## src/rtl/dn_seq_pkg.sv

```systemverilog
// Shared types and defaults for the download-port sequencer.
package dn_seq_pkg;

   localparam int unsigned ADDR_W_DEF       = 16;
   localparam int unsigned DATA_W           = 8;
   localparam logic [15:0] BOOT_ROM_END_DEF = 16'd275;
   localparam logic [15:0] EXEC_ADDR_DEF    = 16'h0000;

   typedef enum logic [2:0] {
      IDLE = 3'd0,
      B_RD = 3'd1,
      B_WR = 3'd2,
      EXEC = 3'd3,
      HPS  = 3'd4
   } state_e;

endpackage

```

## src/rtl/dn_sequencer_if.sv

```systemverilog
// Core download port: write channel plus execute strobe, driven by the sequencer.
interface dn_sequencer_if #(
   parameter int unsigned ADDR_W = 16
);
   import dn_seq_pkg::*;

   logic              dn_go;
   logic              dn_wr;
   logic [ADDR_W-1:0] dn_addr;
   logic [DATA_W-1:0] dn_data;
   logic              dn_ready;
   logic [ADDR_W-1:0] execute_addr;
   logic              execute_enable;

   modport master (
      output dn_go, dn_wr, dn_addr, dn_data, execute_addr, execute_enable,
      input  dn_ready
   );

   modport slave (
      input  dn_go, dn_wr, dn_addr, dn_data, execute_addr, execute_enable,
      output dn_ready
   );

endinterface

```

## src/rtl/dn_skid_buf.sv

```systemverilog
// One-entry addr/data holding buffer between the HPS byte stream and the core port.
module dn_skid_buf
   import dn_seq_pkg::*;
#(
   parameter int unsigned ADDR_W = 16
) (
   input  logic              clk,
   input  logic              rst_n,
   input  logic              i_wr,
   input  logic [ADDR_W-1:0] i_addr,
   input  logic [DATA_W-1:0] i_data,
   input  logic              i_drain,
   output logic              o_full,
   output logic              o_full_nxt_c,
   output logic [ADDR_W-1:0] o_addr,
   output logic [DATA_W-1:0] o_data
);

   logic              r_full;
   logic [ADDR_W-1:0] r_addr;
   logic [DATA_W-1:0] r_data;
   logic              w_capture;
   logic              w_full_nxt;

   // A full buffer only empties; an empty one only fills.
   always_comb begin
      w_capture  = 1'b0;
      w_full_nxt = r_full;
      if (r_full) begin
         if (i_drain) w_full_nxt = 1'b0;
      end else if (i_wr) begin
         w_capture  = 1'b1;
         w_full_nxt = 1'b1;
      end
   end

   always_ff @(posedge clk or negedge rst_n) begin
      if (!rst_n) begin
         r_full <= 1'b0;
         r_addr <= '0;
         r_data <= '0;
      end else begin
         r_full <= w_full_nxt;
         if (w_capture) begin
            r_addr <= i_addr;
            r_data <= i_data;
         end
      end
   end

   assign o_full       = r_full;
   assign o_full_nxt_c = w_full_nxt;
   assign o_addr       = r_addr;
   assign o_data       = r_data;

   // The HPS side must honour the stall while an entry is held.
   a_no_wr_when_full : assert property (@(posedge clk) disable iff (!rst_n) !(i_wr && r_full));

endmodule

```

## src/rtl/dn_sequencer.sv

```systemverilog
// Arbitrates the core download port between the boot-ROM copier and HPS ioctl downloads.
module dn_sequencer
   import dn_seq_pkg::*;
#(
   parameter int unsigned       ADDR_W       = ADDR_W_DEF,
   parameter logic [ADDR_W-1:0] BOOT_ROM_END = ADDR_W'(BOOT_ROM_END_DEF),
   parameter logic [ADDR_W-1:0] EXEC_ADDR    = ADDR_W'(EXEC_ADDR_DEF)
) (
   input  logic              clk_sys,
   input  logic              reset_n,
   input  logic              boot_start,
   output logic [ADDR_W-1:0] rom_addr,
   input  logic [DATA_W-1:0] rom_data,
   input  logic              hps_download,
   input  logic              hps_wr,
   input  logic [ADDR_W-1:0] hps_addr,
   input  logic [DATA_W-1:0] hps_data,
   output logic              hps_wait,
   dn_sequencer_if.master    dn,
   output logic              boot_busy
);

   state_e            r_state;
   logic [ADDR_W-1:0] r_cnt;
   logic              r_dn_go;
   logic              r_dn_wr;
   logic [ADDR_W-1:0] r_dn_addr;
   logic [DATA_W-1:0] r_dn_data;
   logic              r_exec_en;
   logic [ADDR_W-1:0] r_exec_addr;
   logic              r_hps_wait;
   logic              r_boot_busy;

   state_e            w_state_nxt;
   logic [ADDR_W-1:0] w_cnt_nxt;
   logic              w_wr_nxt;
   logic [ADDR_W-1:0] w_addr_nxt;
   logic [DATA_W-1:0] w_data_nxt;
   logic              w_exec_nxt;
   logic              w_drain;
   logic              w_full;
   logic              w_full_nxt;
   logic [ADDR_W-1:0] w_buf_addr;
   logic [DATA_W-1:0] w_buf_data;

   dn_skid_buf #(
      .ADDR_W (ADDR_W)
   ) u_skid (
      .clk          (clk_sys),
      .rst_n        (reset_n),
      .i_wr         (hps_wr),
      .i_addr       (hps_addr),
      .i_data       (hps_data),
      .i_drain      (w_drain),
      .o_full       (w_full),
      .o_full_nxt_c (w_full_nxt),
      .o_addr       (w_buf_addr),
      .o_data       (w_buf_data)
   );

   // Next-state and next-output decode; boot_start overrides everything.
   always_comb begin
      w_state_nxt = r_state;
      w_cnt_nxt   = r_cnt;
      w_wr_nxt    = 1'b0;
      w_addr_nxt  = r_dn_addr;
      w_data_nxt  = r_dn_data;
      w_exec_nxt  = 1'b0;
      w_drain     = 1'b0;

      case (r_state)
         IDLE: begin
            if (hps_download) w_state_nxt = HPS;
         end
         B_RD: begin
            w_state_nxt = B_WR;
         end
         B_WR: begin
            if (dn.dn_ready) begin
               w_wr_nxt   = 1'b1;
               w_addr_nxt = r_cnt;
               w_data_nxt = rom_data;
               if (r_cnt == BOOT_ROM_END) begin
                  w_state_nxt = EXEC;
               end else begin
                  w_cnt_nxt   = r_cnt + ADDR_W'(1);
                  w_state_nxt = B_RD;
               end
            end
         end
         EXEC: begin
            w_exec_nxt  = 1'b1;
            w_cnt_nxt   = '0;
            w_state_nxt = hps_download ? HPS : IDLE;
         end
         HPS: begin
            if (w_full && dn.dn_ready) begin
               w_drain    = 1'b1;
               w_wr_nxt   = 1'b1;
               w_addr_nxt = w_buf_addr;
               w_data_nxt = w_buf_data;
            end
            if (!hps_download && !w_full) w_state_nxt = IDLE;
         end
         default: begin
            w_state_nxt = IDLE;
         end
      endcase

      if (boot_start) begin
         w_state_nxt = B_RD;
         w_cnt_nxt   = '0;
         w_exec_nxt  = 1'b0;
      end
   end

   // State register; status outputs are registered from the next-state view so they align with it.
   always_ff @(posedge clk_sys or negedge reset_n) begin
      if (!reset_n) begin
         r_state     <= IDLE;
         r_cnt       <= '0;
         r_dn_go     <= 1'b0;
         r_dn_wr     <= 1'b0;
         r_dn_addr   <= '0;
         r_dn_data   <= '0;
         r_exec_en   <= 1'b0;
         r_exec_addr <= '0;
         r_hps_wait  <= 1'b0;
         r_boot_busy <= 1'b0;
      end else begin
         r_state     <= w_state_nxt;
         r_cnt       <= w_cnt_nxt;
         r_dn_go     <= (w_state_nxt != IDLE);
         r_dn_wr     <= w_wr_nxt;
         r_dn_addr   <= w_addr_nxt;
         r_dn_data   <= w_data_nxt;
         r_exec_en   <= w_exec_nxt;
         if (w_exec_nxt) r_exec_addr <= EXEC_ADDR;
         r_hps_wait  <= w_full_nxt | (hps_download & (w_state_nxt != HPS));
         r_boot_busy <= (w_state_nxt == B_RD) || (w_state_nxt == B_WR) || (w_state_nxt == EXEC);
      end
   end

   assign rom_addr          = r_cnt;
   assign hps_wait          = r_hps_wait;
   assign boot_busy         = r_boot_busy;
   assign dn.dn_go          = r_dn_go;
   assign dn.dn_wr          = r_dn_wr;
   assign dn.dn_addr        = r_dn_addr;
   assign dn.dn_data        = r_dn_data;
   assign dn.execute_enable = r_exec_en;
   assign dn.execute_addr   = r_exec_addr;

endmodule

```

## src/flat_wrapper.sv

```systemverilog
// flat-port wrapper written by rule: the top's interface ports become plain ports
module dn_sequencer_flat import dn_seq_pkg::*;
#(
   parameter int unsigned       ADDR_W       = ADDR_W_DEF,
   parameter logic [ADDR_W-1:0] BOOT_ROM_END = ADDR_W'(BOOT_ROM_END_DEF),
   parameter logic [ADDR_W-1:0] EXEC_ADDR    = ADDR_W'(EXEC_ADDR_DEF)
)
  (clk_sys, reset_n, boot_start, rom_addr, rom_data, hps_download, hps_wr, hps_addr, hps_data, hps_wait, boot_busy, dn_dn_go, dn_dn_wr, dn_dn_addr, dn_dn_data, dn_execute_addr, dn_execute_enable, dn_dn_ready);
  dn_sequencer_if #(.ADDR_W(ADDR_W)) dn_i ();
  input  logic clk_sys;
  input  logic reset_n;
  input  logic boot_start;
  output logic [ADDR_W-1:0] rom_addr;
  input  logic [DATA_W-1:0] rom_data;
  input  logic hps_download;
  input  logic hps_wr;
  input  logic [ADDR_W-1:0] hps_addr;
  input  logic [DATA_W-1:0] hps_data;
  output logic hps_wait;
  output logic boot_busy;
  output wire logic [$bits(dn_i.dn_go)-1:0] dn_dn_go;
  output wire logic [$bits(dn_i.dn_wr)-1:0] dn_dn_wr;
  output wire logic [$bits(dn_i.dn_addr)-1:0] dn_dn_addr;
  output wire logic [$bits(dn_i.dn_data)-1:0] dn_dn_data;
  output wire logic [$bits(dn_i.execute_addr)-1:0] dn_execute_addr;
  output wire logic [$bits(dn_i.execute_enable)-1:0] dn_execute_enable;
  input wire logic [$bits(dn_i.dn_ready)-1:0] dn_dn_ready;
  assign dn_dn_go = dn_i.dn_go;
  assign dn_dn_wr = dn_i.dn_wr;
  assign dn_dn_addr = dn_i.dn_addr;
  assign dn_dn_data = dn_i.dn_data;
  assign dn_execute_addr = dn_i.execute_addr;
  assign dn_execute_enable = dn_i.execute_enable;
  assign dn_i.dn_ready = dn_dn_ready;
  dn_sequencer #(.ADDR_W(ADDR_W), .BOOT_ROM_END(BOOT_ROM_END), .EXEC_ADDR(EXEC_ADDR)) u_core (.clk_sys(clk_sys), .reset_n(reset_n), .boot_start(boot_start), .rom_addr(rom_addr), .rom_data(rom_data), .hps_download(hps_download), .hps_wr(hps_wr), .hps_addr(hps_addr), .hps_data(hps_data), .hps_wait(hps_wait), .dn(dn_i), .boot_busy(boot_busy));
endmodule
```

## config.mk

```make
export PLATFORM = sky130hd
export DESIGN_NAME = dn_sequencer_flat
export DESIGN_NICKNAME = d
export VERILOG_FILES = /design/src/rtl/dn_seq_pkg.sv /design/src/rtl/dn_sequencer_if.sv /design/src/rtl/dn_skid_buf.sv /design/src/rtl/dn_sequencer.sv /design/src/flat_wrapper.sv
export SDC_FILE = /design/constraint.sdc
export NUM_CORES = 1
export LEC_CHECK = 0
export CAP_MARGIN = 20
export CORE_MARGIN = 4
export CORE_UTILIZATION = 45
export CTS_CLUSTER_SIZE = 40
export DETAILED_ROUTE_END_ITERATION = 10
export GPL_TIMING_DRIVEN = 0
export PLACE_DENSITY_LB_ADDON = 0.25
export SETUP_SLACK_MARGIN = 0.4
export SYNTH_ARGS = -nofsm -noshare
export SYNTH_HDL_FRONTEND = slang
export SYNTH_SLANG_ARGS = --single-unit
```

## constraint.sdc

```tcl
create_clock -name clk_sys -period 2.12 [get_ports clk_sys]
set_input_delay 0.212 -clock clk_sys [delete_from_list [all_inputs] [get_ports clk_sys]]
set_output_delay 0.212 -clock clk_sys [all_outputs]
set_load 0.03 [all_outputs]
```

==> flow_summary.toml, run 1 <==
[min_path]
hold_class = "in -> async"

[worst_setup_path]
crit_path_start_kind = "flip-flop"
crit_end = "rom_addr[0]"
max_stage_delay_ns = 0.70
crit_fanout = 6
crit_family = "buffers and inverters"
reg2reg_slack_ns = 0.42
end_kind = "primary output"
cp_slowest_cell = "clkdlybuf4s50_1"
worstPathRequired_ns = 1.91
path_depth = 1
critPathArrivalTime_ns = 1.50
crit_path_start = "u_core.rom_addr[0]"
worstSetupPathType = "reg -> out"
crit-reg2reg-launch = "u_core.r_state[1]"
path_buf_inv = 1
worstRegToRegCells = 7
crit_chain = "clkdlybuf4s50_1"
r2r-end = "u_core.dn.dn_data[6]"

[floorplanning]
rows = 31
fp.dieH_um = 93.90
dieArea_mm2 = 0.008817
start_util_pct = 46.03
core-area_mm2 = 0.007214
dieWidth_um = 93.90
ios = 99

[placed_design]
io_buffers = 82
dp_slack_ns = 0.07029
gp_congestion = 0.8172
dpl-instance-area_mm2 = 0.004348
placedCellCount = 496
hpwl_um = 5722

[global_route]
grt_overflow = 0
grtUsageMet2_pct = 31.05
grtUsageTotal_pct = 19.44
grt_max_degree = 73
grt_use_met1_pct = 25.29
gr-usage-met3_pct = 4.808
grt_pass1_vias = 2605
antenna_found_initial = 0
grt-busiest-layer = "met2"
grt_pass1_wl_um = 13190

[sta]
grt_setup_unrepaired = "true"
layout_setup_ws_ns = 0.4073
max_slew_margin_pct = 52.79
post-route-period-util_pct = 80.79
final-hold-violation-count = 0
fmax_mhz = 583.9
min_period_ns = 1.713
tightest_slew_ns = 0.7035
maxSlewViolCount = 0
fin_worst_skew_ns = 0.01002
setup_viol = 0

[routing]
drt-pass1-iter-count = 4
vias = 2664
ant_nets = 0
viasPerCell = 5.026
postRouteWirelength_um = 8665
drtIter0Drc = 132
avgRoutedWirePerCell_um = 16.35
drc = 0

[finish]
area.growth.synth_to_final_pct = 50.34
layout.cells.non_filler = 530
antenna_cells = 0
fin_area_mm2 = 0.004992
layout-drive-gt1-share_pct = 29.93
final_util_pct = 69.20
final_nets = 465

[synth]
ys_seq_area_share_pct = 55.01
synth_edf_count = 0
ys_warn_count = 0
synth_area_mm2 = 0.003321
synth.avg_cell_area_um2 = 11.11
synth_compound_area_share_pct = 7.536
synth-seq-cells = 73
synth_fa_ha_area_share_pct = 0.3768
synth_top_family_by_area = "multiplexers"
synthCells = 299
async_flop_share_pct = 100.0
synth_ff_type = "dfrtp_1"
netlist-cell-type-count = 39
synthMuxAreaShare_pct = 15.71
synth-xor-area-share_pct = 2.638
synth_simple_gate_area_share_pct = 12.43

[run_status]
outcome = "finished clean"

[pwr]
power_leakage_nw = 2.140
cellPowerDensity_mw_per_mm2 = 1011
ir_drop_v = 0.0006424

[clocking]
clock_tree.buffer_depth = 2
tritoncts = "built"
root_buffer = "clkbuf_8"
clock_latency_ns = 0.35
cts.clk_slew.worst_paths_ns = 0.07
clock-sinks = 73
cts_htree_levels = 3
cts_buffers = 9

[run]
max_cap_viol_count = 0
## registers in the layout (all words and copies together), names as in the netlist
| register | cells |
|---|---|
| u_core.dn.dn_go | 1 |
| u_core.hps_wait | 1 |
| u_core.r_state | 3 |
| u_core.dn.dn_wr | 1 |
| u_core.u_skid.o_full | 1 |
| u_core.u_skid.o_data | 8 |
| u_core.dn.dn_addr | 16 |
| u_core.u_skid.o_addr | 16 |
| u_core.dn.execute_enable | 1 |
| u_core.rom_addr | 16 |
| u_core.dn.dn_data | 8 |
| u_core.boot_busy | 1 |
## logic make-up after synthesis
logic type / count (synthesis)
buffers and inverters: 33
other: 1
xor gates and xnor gates: 10
and+or+nand+nor: 87
DFF: 73
adders and majority gates: 1
muxes: 49
AOI/OAI and AO/OA: 45
## cells in the mapped netlist (all sizes together), types with 2 or more instances
cell | n | share of area, %
a21o | 2 | 0.45
a21oi | 28 | 4.2
buf | 28 | 5.6
dfrtp | 73 | 55
inv | 4 | 0.45
mux2 | 25 | 8.5
mux2i | 24 | 7.2
nand2 | 14 | 1.6
nand3 | 10 | 1.5
nand4 | 2 | 0.38
nor2 | 40 | 4.5
nor3 | 7 | 1.2
nor3b | 2 | 0.60
nor4b | 2 | 0.53
o211ai | 4 | 0.90
o21ai | 7 | 1.1
o31ai | 3 | 0.68
or3 | 2 | 0.38
xnor2 | 5 | 1.3
xor2 | 5 | 1.3
## stage by stage
stage	TNS [ns]	power (mW)	hold WS, ns
final	0	5.049	0.2166
after CTS	0	4.932	0.1919
after global placement	-121.67	3.576	0.4875
after floorplan	0	3.001	-0.08359
after detailed placement	0	3.640	0.01151
after global routing	0	5.314	0.2046
## routing by layer
metal	up-vias	part of all wire, %
met2	87	49
met1	1307	43
met4	0	1.3
met5	-	0
met3	11	6.1
li1	1259	-
## cell type report
type / instances / area (µm²)
buffer: 29 / 251.5
clock buffer: 12 / 165.2
tap: 99 / 123.9
inverter: 4 / 17.52
clock inverter: 4 / 73.82
sequential: 73 / 1834
multi-input combinational: 208 / 1528
fill: 542 / 2222
timing repair buffer: 101 / 998.5
## power by group
group | internal (mW) | switching [mW] | total (mW) | leakage [nW]
Sequential | 1.82 | 0.264 | 2.09 | 0.877
Clock | 0.760 | 0.524 | 1.28 | 0.123
Combinational | 0.843 | 0.837 | 1.68 | 1.14
Total | 3.42 | 1.63 | 5.05 | 2.14
## cell usage in the layout (no fill, tap or decap), types with 3 or more instances in the layout
cell type         n
buf_6             6
clkbuf_4          3
a21oi_2           9
dfrtp_1          67
mux2_2           24
conb_1           16
o211ai_1          4
dlygate4sd2_1    13
xnor2_1           5
buf_4            32
a21oi_1          19
o31ai_1           3
clkdlybuf4s50_1  67
nor3_1            5
nor2_2            5
nand2_1          13
inv_1             3
nor2_4            5
dfrtp_2           6
clkbuf_8         12
nor2_1           30
mux2i_1          21
nand3_1           8
o21ai_0           6
xor2_1            5
## worst min path at each step
stage,startpoint,end,cells after the start
floorplan,reset_n,u_core.boot_busy,0
global placement,u_core.u_skid.o_data[4],u_core.u_skid.o_data[4],1
detailed placement,reset_n,u_core.u_skid.o_data[6],1
CTS,reset_n,u_core.u_skid.o_data[6],2
global route,reset_n,u_core.u_skid.o_data[6],2
finish,reset_n,u_core.u_skid.o_data[6],2
## timing repair
item,4_1_cts,5_1_grt
gates resized for setup,29,62
pin swaps,3,6
gates cloned,0,1
endpoints found under the hold margin,73,0
setup buffers,5,11
hold buffers,1,0
endpoints found under the setup margin,47,53
Note: power is estimated with default switching activity, not from simulation.
==> inputs of run 2 (changes only) <==
==> constraint.sdc (replaced) <==
create_clock -name clk_sys -period 1.65 [get_ports clk_sys]
set_input_delay 0.165 -clock clk_sys [delete_from_list [all_inputs] [get_ports clk_sys]]
set_output_delay 0.165 -clock clk_sys [all_outputs]
set_load 0.03 [all_outputs]
==> run 2 against run 1 <==
The run now ends with setup timing left; register-to-register slack lost 0.58 ns; sequential cell count is the same; critical endpoint is now u_core.rom_addr[13]; first-iteration DRC count grew 100%; non-clock buffer count grew 29; cell area grew 13%; critical path depth grew 4; utilization grew 8.8 points; cell count grew 5.5%; wire length grew 27%; global-route usage grew 2.3 points.
==> flow_summary.toml, run 2 (synthesis results as in run 1) <==
[sta]
layout_setup_ws_ns = -0.1571
hold_ws_ns = 0.3960
min_period_ns = 1.807
setup_viol = 16
grt_setup_unrepaired = "true"
tns_ns = -0.8988
fin_worst_skew_ns = 0.01646
final-hold-violation-count = 0
maxSlewViolCount = 0
tightest_slew_ns = 0.6732
fmax_mhz = 553.4
post-route-period-util_pct = 109.5
max_slew_margin_pct = 55.12

[routing]
drtIter0Drc = 268
drt-pass1-iter-count = 5
drc = 0
avgRoutedWirePerCell_um = 19.74
postRouteWirelength_um = 11040
vias = 2949
ant_nets = 0
viasPerCell = 5.275

[placed_design]
gp_congestion = 0.7957
io_buffers = 82
hpwl_um = 5513
dpl-instance-area_mm2 = 0.004413

[clocking]
clock_tree.buffer_depth = 2
cts_htree_levels = 3
cts.clk_slew.worst_paths_ns = 0.08
clock_latency_ns = 0.35
root_buffer = "clkbuf_8"
cts_buffers = 9
clock-sinks = 73
tritoncts = "built"

[finish]
antenna_cells = 0
fillerInstances = 430
final_nets = 494
final_cell_mix = "dfrtp_1, clkdlybuf4s50_1, buf_4"
layout-drive-gt1-share_pct = 51.96
fin_area_mm2 = 0.005628
area.growth.synth_to_final_pct = 69.48
final_common_cell = "dfrtp_1"

[worst_setup_path]
path_buf_inv = 0
crit_family = "simple AND/OR/NAND/NOR gates"
critPathArrivalTime_ns = 2.05
max_stage_delay_ns = 0.47
crit_path_start_kind = "flip-flop"
crit_path_start = "u_core.rom_addr[6]"
crit-reg2reg-launch = "u_core.rom_addr[6]"
crit_chain = "nand4_1, nor2_1, nand3_1, or3_1, o211ai_1"
worstSetupPathType = "reg -> reg"
cp_slowest_cell = "dfrtp_2"
end_kind = "flip-flop"
worstPathRequired_ns = 1.89
crit_fanout = 8

[run]
max_cap_viol_count = 0

[global_route]
grt_pass1_wl_um = 14710
grt_pass1_vias = 2850
antenna_found_initial = 0
grtUsageTotal_pct = 21.73
grt_overflow = 0
grt_max_degree = 74

[pwr]
seqPwrFrac_pct = 39.7
swShare_pct = 34.16
cellPowerDensity_mw_per_mm2 = 1208
combPwrFrac_pct = 40.4
ir_drop_v = 0.0005993
power.switching_mw = 2.322
clkPwrFrac_pct = 19.9
power_leakage_nw = 2.407
fin_total_pwr_mw = 6.799
intPower_mw = 4.477

[floorplanning]
start_util_pct = 46.03
ios = 99
dieArea_mm2 = 0.008817
dieWidth_um = 93.90
core-area_mm2 = 0.007214
rows = 31
fp.dieH_um = 93.90

[run_status]
outcome = "finished with violations"
violations = "setup timing"

[min_path]
hold_class = "in -> async"
[run 2: routing by layer]
layer / vias up / global-route usage, % / wire (µm)
met3: 42 / 3.365 / 740
li1: 1323 / - / -
met5: - / 0 / 0
met4: 0 / 7.822 / 383
met2: 151 / 35.48 / 5539
met1: 1433 / 29.34 / 4372
[run 2: final timing paths]
check / to / cells past startpoint / slack (ns)
min in group clk_sys: u_core.u_skid.o_addr[2] / 2 / 0.43
max in group asynchronous: u_core.rom_addr[5] / 2 / 0.75
max reg2reg: u_core.rom_addr[13] / 5 / -0.16
min: u_core.dn.dn_data[4] / 2 / 0.40
min reg2reg: u_core.u_skid.o_addr[5] / 1 / 0.52
max: u_core.rom_addr[13] / 5 / -0.16
[run 2: layout make-up]
class	count	area [µm²]	share of cell area (%)
multi-input combinational	208	1805	32.08
sequential	73	1846	32.79
tap	99	123.9	2.201
clock inverter	4	45.04	0.8004
inverter	4	15.01	0.2668
clock buffer	12	135.1	2.401
timing repair buffer	130	1330	23.63
buffer	29	327.8	5.825
[run 2: power groups by stage]
stage                     Sequential [mW]  Combinational (mW)  Clock, mW
final                                2.70                2.75       1.35
after global routing                 2.77                2.89       1.45
after floorplan                      3.07               0.815          0
after global placement               2.63                1.99          0
after CTS                            2.65                2.51       1.36
after detailed placement             2.66                2.04          0
[run 2: stage by stage]
stage,setup slack [ns],cells,utilization (%)
2_1_floorplan,0.07905,314,-
3_3_place_gp,-2.334,495,61.20
3_5_place_dp,-0.3464,495,61.17
4_1_cts,0.01678,546,72.72
5_1_grt,-0.2183,559,78.01
6_report,-0.1571,559,78.01
[run 2: repair_timing]
item / in CTS / in global routing
cloned: 6 / 3
hold buffers: 1 / 0
endpoints found under the setup margin: 110 / 144
gates resized for setup: 241 / 86
pin swaps: 14 / 10
buffers inserted: 28 / 10
endpoints found under the hold margin: 66 / 0
==> inputs of run 3 (changes only) <==
--- a/config.mk
+++ b/config.mk
@@ -12,7 +12,6 @@
 export DETAILED_ROUTE_END_ITERATION = 10
 export GPL_TIMING_DRIVEN = 0
 export PLACE_DENSITY_LB_ADDON = 0.25
-export SETUP_SLACK_MARGIN = 0.4
 export SYNTH_ARGS = -nofsm -noshare
 export SYNTH_HDL_FRONTEND = slang
 export SYNTH_SLANG_ARGS = --single-unit
==> run 3 against run 2 <==
First-iteration DRC count shrank 62%; clock skew is 0.0068 ns lower; sequential share of layout area increased by 5.2 points; clock power grew 19%; fmax grew 4.0%; via count down 12%; the run still ends with setup timing left; utilization shrank 11 points; wire length fell by 27%; non-clock buffer count is 32 lower; cell count shrank 5.7%; total power down 7.6%.
==> flow_summary.toml, run 3 (synthesis results as in run 1) <==
[sta]
setup_viol = 4
layout_setup_ws_ns = -0.08792
fmax_mhz = 575.4
min_period_ns = 1.738
final-hold-violation-count = 0
max_slew_margin_pct = 38.07
grt_setup_unrepaired = "true"
maxSlewViolCount = 0
tns_ns = -0.1493
post-route-period-util_pct = 105.3
fin_worst_skew_ns = 0.009636
tightest_slew_ns = 0.9290

[worst_setup_path]
critPathArrivalTime_ns = 1.98
worstPathRequired_ns = 1.89
worstSetupPathType = "reg -> reg"
end_kind = "flip-flop"
crit_path_start_kind = "flip-flop"
crit_fanout = 6

[finish]
layout-drive-gt1-share_pct = 25.23
fillerInstances = 567
final_common_cell = "clkdlybuf4s50_1"
regArea_mm2 = 0.001837
final_cell_mix = "clkdlybuf4s50_1, dfrtp_1, nor2_1"
multi_input_area_mm2 = 0.001439
area.growth.synth_to_final_pct = 45.78
final_nets = 462
fin_area_mm2 = 0.004841
antenna_cells = 0

[global_route]
grtUsageTotal_pct = 18.55
grt_pass1_vias = 2539
grt_overflow = 0
grt_pass1_wl_um = 12650
grt_max_degree = 74
antenna_found_initial = 0

[clocking]
cts_htree_levels = 3
root_buffer = "clkbuf_8"
tritoncts = "built"
clock_latency_ns = 0.35
cts.clk_slew.worst_paths_ns = 0.07
clock_tree.buffer_depth = 2
cts_buffers = 9
clock-sinks = 73

[placed_design]
hpwl_um = 5514
dpl-instance-area_mm2 = 0.004329
gp_congestion = 0.8267
io_buffers = 82
dp_slack_ns = -0.2952

[floorplanning]
core-area_mm2 = 0.007214
ios = 99
dieArea_mm2 = 0.008817
fp.dieH_um = 93.90
start_util_pct = 46.03
rows = 31
dieWidth_um = 93.90

[run]
max_cap_viol_count = 0

[run_status]
violations = "setup timing"
outcome = "finished with violations"

[routing]
drtIter0Drc = 103
ant_nets = 0
postRouteWirelength_um = 8080
drc = 0
drt-pass1-iter-count = 4
viasPerCell = 4.945
avgRoutedWirePerCell_um = 15.33
vias = 2606

[min_path]
hold_class = "in -> reg"

[pwr]
fin_total_pwr_mw = 6.280
power_leakage_nw = 2.103
cellPowerDensity_mw_per_mm2 = 1297
ir_drop_v = 0.0006130
run 3: cell types whose count changed in the layout (fill, tap and decap cells not counted), sizes merged:
cell / delta
clkdlybuf4s15: -15
clkinv: -2
buf: -47
dlymetal6s2s: +1
inv: +1
clkbuf: -13
dlygate4sd2: +12
bufinv: +1
clkdlybuf4s50: +30
run 3: final cells by class:
type | count | share of cell area [%]
Buffer | 27 | 4.911
Clock buffer | 12 | 3.205
Clock inverter | 4 | 1.525
Inverter | 4 | 0.3102
Multi-Input combinational cell | 208 | 29.72
Sequential cell | 73 | 37.94
Tap cell | 99 | 2.559
Timing Repair Buffer | 100 | 19.82
run 3: worst paths after layout:
check	startpoint	to	slack, ns	cells past startpoint
max	u_core.rom_addr[0]	u_core.r_state[1]	-0.09	6
min	hps_addr[12]	u_core.u_skid.o_addr[12]	0.43	2
max reg2reg	u_core.rom_addr[0]	u_core.r_state[1]	-0.09	6
min reg2reg	u_core.u_skid.o_addr[12]	u_core.u_skid.o_addr[12]	0.51	1
max in group asynchronous	reset_n	u_core.r_state[1]	0.45	2
min in group asynchronous	reset_n	u_core.dn.dn_data[4]	0.52	2
run 3: power breakdown:
part / total, mW / switching, mW / internal [mW]
clock network: 1.60 / 0.666 / 0.938
registers: 2.62 / 0.283 / 2.34
logic: 2.05 / 1.05 / 1.00
run 3: repair_timing:
item / CTS / global route
gates resized for setup: 36 / 32
pin swaps: 2 / 10
buffers inserted: 7 / 10
cloned: 1 / 0
endpoints found under the hold margin: 73 / 0
setup endpoints to repair: 60 / 58
hold buffers: 1 / 0
run 3: worst max-delay path: stages, from the launching register on:
cell      delay, ns
dfrtp_2        0.44
ha_4           0.15
nor4bb_1       0.24
nand4_1        0.30
a211oi_2       0.25
a21oi_1        0.07
nor3_1         0.20
run 3: per-stage QoR:
| stage | utilization (%) | cells | hold WS, ns |
|---|---|---|---|
| floorplan | - | 314 | -0.1306 |
| global placement | 60.04 | 495 | 0.4875 |
| detailed placement | 60.01 | 495 | 0.3517 |
| CTS | 64.76 | 519 | 0.4145 |
| global route | 67.10 | 527 | 0.4227 |
| finish | 67.10 | 527 | 0.4288 |
run 3: per-layer routing:
layer | up-vias | GRT usage, % | share of wire (%) | routed length (µm)
li1 | 1259 | - | - | -
met1 | 1253 | 24.61 | 45 | 3624
met3 | 12 | 3.926 | 7.0 | 564
met2 | 82 | 29.15 | 47 | 3764
met5 | - | 0 | 0 | 0
met4 | 0 | 8.424 | 1.6 | 127
